**src/rtl/sram_rd_pipe.sv**
```systemverilog
// Read-data pipeline of the SRAM model: Read_Latency register stages ending in the QA/COLL registers.
// SRAM_MODEL_RANDOM_OUT_EN makes QA take random data on cycles that deliver no read.
module sram_rd_pipe #(
  parameter int Bits         = 80,
  parameter int Read_Latency = 1
) (
  input  logic            CLK,
  input  logic            RSTB,
  input  logic            i_rd_vld,
  input  logic [Bits-1:0] i_rd_data,
  input  logic            i_rd_coll,
  output logic [Bits-1:0] o_qa,
  output logic            o_coll
);

  localparam int LAST = Read_Latency - 1;

  // Element 0 is the raw request; element k is the request delayed by k edges.
  logic            w_stg_vld  [Read_Latency];
  logic [Bits-1:0] w_stg_data [Read_Latency];
  logic            w_stg_coll [Read_Latency];

  logic [Bits-1:0] r_qa;
  logic            r_coll;

  assign w_stg_vld[0]  = i_rd_vld;
  assign w_stg_data[0] = i_rd_data;
  assign w_stg_coll[0] = i_rd_coll;

  genvar gi;
  generate
    for (gi = 1; gi < Read_Latency; gi++) begin : g_stage
      logic            r_vld;
      logic [Bits-1:0] r_data;
      logic            r_coll_stg;

      always_ff @(posedge CLK or negedge RSTB) begin
        if (!RSTB) begin
          r_vld      <= 1'b0;
          r_data     <= '0;
          r_coll_stg <= 1'b0;
        end else begin
          r_vld      <= w_stg_vld[gi-1];
          r_data     <= w_stg_data[gi-1];
          r_coll_stg <= w_stg_vld[gi-1] & w_stg_coll[gi-1];
        end
      end

      assign w_stg_vld[gi]  = r_vld;
      assign w_stg_data[gi] = r_data;
      assign w_stg_coll[gi] = r_coll_stg;
    end
  endgenerate

`ifdef SRAM_MODEL_RANDOM_OUT_EN
  localparam int RAND_WORDS = (Bits + 31) / 32;

  function automatic logic [Bits-1:0] rand_word();
    logic [RAND_WORDS*32-1:0] w_acc;
    for (int k = 0; k < RAND_WORDS; k++) begin
      w_acc[k*32 +: 32] = $random;
    end
    return w_acc[Bits-1:0];
  endfunction
`endif

  always_ff @(posedge CLK or negedge RSTB) begin
    if (!RSTB) begin
      r_qa   <= '0;
      r_coll <= 1'b0;
    end else begin
      r_coll <= w_stg_vld[LAST] & w_stg_coll[LAST];
      if (w_stg_vld[LAST]) begin
        r_qa <= w_stg_data[LAST];
      end
`ifdef SRAM_MODEL_RANDOM_OUT_EN
      else begin
        r_qa <= rand_word();
      end
`endif
    end
  end

  assign o_qa   = r_qa;
  assign o_coll = r_coll;

endmodule

```
**config.mk**
```make
export PLATFORM = sky130hd
export DESIGN_NAME = sram_rd_pipe
export DESIGN_NICKNAME = d
export VERILOG_FILES = /design/src/rtl/sram_rd_pipe.sv
export SDC_FILE = /design/constraint.sdc
export NUM_CORES = 1
export LEC_CHECK = 0
export CAP_MARGIN = 20
export CORE_AREA = 2 2 95 97
export DETAILED_ROUTE_END_ITERATION = 10
export DIE_AREA = 0 0 97 99
export GPL_TIMING_DRIVEN = 0
export PLACE_DENSITY = 0.79
export SLEW_MARGIN = 15
export SYNTH_ARGS = -nofsm -noshare
export SYNTH_HDL_FRONTEND = slang
export SYNTH_SLANG_ARGS = --single-unit
```
**constraint.sdc**
```tcl
create_clock -name CLK -period 0.95 [get_ports CLK]
set_clock_uncertainty 0.15 [all_clocks]
set_input_delay 0.19 -clock CLK [delete_from_list [all_inputs] [get_ports CLK]]
set_output_delay 0.19 -clock CLK [all_outputs]
set_load 0.02 [all_outputs]
```
# After elaboration in Yosys (flattened, before gate mapping)
# Index checks and enable logic that the tools add are counted.
[op_classes]
n_bitwise = 1
[ops]
columns = ["operator", "count"]
rows = [
  ["1-bit bitwise AND", 1],
]
[word_totals]
register_bits = 81
inputBits = 84
elab_cells = 3
output_inout_bits = 81

# Logic depth before layout (Yosys ltp)
[logic_depth]
ltp_word = 1
mapped_depth = 3
mapped_depth_nobuf = 1

# Worst setup path after synthesis
# No wires, ideal clock.
[synth_path]
kind = "input to register"
start = "in i_rd_vld"
end = "reg r_qa[0] (netlist: o_qa[0])"
arrival_time_ns = 0.813
slack_ns = -0.138
n_path_buf = 2
path_stages = 3
setup_time_ns = 0.125
path_cell_list = "buf_6 buf_12 mux2_4"
[synth_lines]
columns = ["item", "line_no", "rtl"]
rows = [
  ["from (decl)", "9", "input logic i_rd_vld,"],
  ["to (signal assigned)", "74", "r_qa <= w_stg_data[LAST];"],
  ["to (decl)", "23", "logic [Bits-1:0] r_qa;"],
]
# No word-level cell between the ends.

# Worst setup path after layout
[layout_path]
start = "reg r_qa[60] (netlist: o_qa[60])"
end = "out o_qa[60]"
[layout_lines]
columns = ["item", "line_no", "rtl"]
rows = [
  ["to (decl)", "12", "output logic [Bits-1:0] o_qa,"],
]
# No word-level cell between the ends.

==> key figures <==
Drt
  • Post-Route WL: 8.25 mm
  • Antenna-violating nets left: 0
  • Vias/cell: 4.44
  • Drt pass-1 iters: 4
  • Initial drt markers: 65
  • WL/cell: 16.4 um
  • DR DRC count: 0
  • Routed via count: 2240

Critical path
  • Critical-path maximum fanout: 2
  • WP data required: 0.61 ns
  • Worst-path cell chain: buf_6
  • Critical path type: flip-flop to output pin
  • Reg2reg start: o_qa[10]$_DFFE_PN0P_
  • Worst path bufs/invs: 1
  • Crit path from: o_qa[60]$_DFFE_PN0P_
  • Startpoint Class: flip-flop
  • Crit. End Element: output pin
  • CP max stage delay: 0.42 ns
  • Crit path max-delay family: flip-flops
  • CP arrival: 0.90 ns
  • CP max-delay cell: dfrtp_1

Hold path
  • HP Class: input pin to async pin

GRT
  • Congestion Overflow GR: 0
  • GRT Overall Usage: 17.4%
  • Pin count of the biggest net entering global routing: 44
  • Vias in the first global route: 2461
  • Number of antenna violations at the first check in global routing: 0
  • First-pass GRT wire length: 13.0 mm

Yosys
  • Dominant cell type by area after synthesis: dfrtp_1
  • Sequential area share after synthesis: 59.6%
  • Synth Area in Simple Gates: 0.184%
  • Synth unique cells: 6
  • Largest family of logic cells by synthesized area: multiplexers
  • Yosys top cell area share: 59.6%
  • #FFs+latches synth: 81
  • Mapped cell area: 0.00340 mm2
  • Mux cell area share after synthesis: 35.2%
  • Mean area per synthesized cell: 19.9 um2
  • Cell count after synthesis: 171
  • Syn. warnings: 0
  • Adder-cell share of the synthesized area: 0%
  • Ranking of synthesized cells by area: dfrtp_1 (60%), mux2_4 (35%), buf_12 (4.7%)
  • Post-synthesis compound-gate area fraction: 0%
  • Mapped Nets: 255
  • Post-Synth XOR/XNOR Area: 0%

Clock network
  • Clock transition at path regs: 0.09 ns
  • CTS Buffer Depth: 2
  • Clk_lat worst skew: 0.33 ns
  • CTS HTree Levels: 3
  • CTS Root Cell: clkbuf_8
  • Total CTS buffers: 9
  • CTS sink count: 81
  • CTS tree: yes

Layout
  • Post-route cell area: 0.00594 mm2
  • Multi-input gate area: 0.00120 mm2
  • Nets: 475
  • Fin util: 69.4%
  • Layout cells sized above 1: 59.1%
  • Register area: 0.00203 mm2
  • Antenna diode count: 0
  • Fill count: 587
  • Area Growth Syn to Fin: 74.5%
  • Post-route insts no fill: 504

Run status
  • Status: finished with violations
  • Failing checks: negative hold slack, negative setup slack

Place
  • Placed wire-length estimate: 5.64 mm
  • Area post-placement: 0.00520 mm2
  • Routability cong.: 0.705
  • Place WS: -0.377 ns
  • Placed Cells: 443
  • PortBufs: 163

Die
  • Io pins: 165
  • Core footprint: 0.00855 mm2
  • Die ar.: 0.00960 mm2
  • FP Rows: 34
  • Die Ht: 99 um
  • Die W: 97 um
  • Initial Utilization: 39.8%

STA
  • Crit share post-route: 131%
  • Pins over their slew limit: 0
  • Worst Tran Pin Value: 0.560 ns
  • Setup ws final: -0.293 ns
  • Final-report hold violation count: 42
  • # setup viols final: 125
  • Slew headroom: 62.7%
  • Minimum clock period: 1.24 ns
  • Fmax achieved: 805 MHz
  • Worst hold slack: -0.320 ns
  • Unrepaired setup endpoints after global routing: true

Power and ir drop
  • PD cells: 1600 mW/mm2
  • Pleak: 2.86 nW
  • VDD IR max: 0.825 mV

Run
  • Max-cap viol count: 0
## layer usage
| metal | vias to the layer above | global-route usage (%) | share of wire [%] |
|---|---|---|---|
| li1 | 1033 | - | - |
| met1 | 1105 | 22.2 | 43 |
| met2 | 88 | 29.1 | 51 |
| met3 | 14 | 3.33 | 4.3 |
| met4 | 0 | 7.58 | 2.0 |
| met5 | - | 0 | 0 |
## repair_timing
action / 4_1_cts / 5_1_grt
setup buffers: 32 / 25
endpoints found under the setup margin: 81 / 132
resized for setup: 486 / 23
hold endpoints to repair: 42 / 42
## synthesized netlist by cell type
master	instances
buf_12	8
dfrtp_1	81
and2_1	1
mux2_2	1
buf_6	1
mux2_4	79
## flip-flops by register name (all words and copies together) (netlist names)
| name | count |
|---|---|
| o_qa | 80 |
| o_coll | 1 |
## final cells by class
class,count,share of cell area [%]
timing repair buffer,209,36.6
buffer,9,3.03
clock inverter,5,1.07
sequential,81,34.2
clock buffer,11,2.55
tap,108,2.28
multi-input combinational,81,20.3
## metrics by stage
step | total power, W | TNS (ns)
6_report | 0.00949 | -26.45
3_3_place_gp | 0.00637 | -305.82
4_1_cts | 0.00941 | -26.43
3_5_place_dp | 0.00643 | -43.03
5_1_grt | 0.00991 | -30.76
2_1_floorplan | 0.00518 | -6.42
## power breakdown
part           internal [W]  total [W]  switching [W]
Combinational       0.00178    0.00276       0.000981
Clock               0.00137    0.00265        0.00128
Sequential          0.00379    0.00407       0.000282
## final timing paths
check | slack, ns | cells after the start | end
max | -0.29 | 1 | o_qa[60]
min | -0.32 | 1 | o_qa[21]$_DFFE_PN0P_
max reg2reg | -0.23 | 3 | o_qa[10]$_DFFE_PN0P_
min reg2reg | 0.39 | 1 | o_qa[77]$_DFFE_PN0P_
max in group asynchronous | 0.37 | 2 | o_qa[29]$_DFFE_PN0P_
min in group CLK | 0.04 | 2 | o_qa[77]$_DFFE_PN0P_
## cell families (layout without fill, tap and decap cells)
logic type	Yosys count	in the layout
buffers and inverters	9	234
flip-flops	81	81
multiplexers	80	80
AND/OR/NAND/NOR	1	1
## layout by cell type, fill, tap and decap left out
master | netlist | layout
buf_6 | 1 | 104
clkdlybuf4s50_1 | 0 | 81
dfrtp_1 | 81 | 80
mux2_4 | 79 | 79
buf_4 | 0 | 23
clkbuf_8 | 0 | 11
buf_12 | 8 | 10
clkinv_4 | 0 | 3
and2_1 | 1 | 1
mux2_2 | 1 | 1
bufinv_16 | 0 | 1
clkinvlp_4 | 0 | 1
dfrtp_2 | 0 | 1
Power figures use the tool's default switching activity.
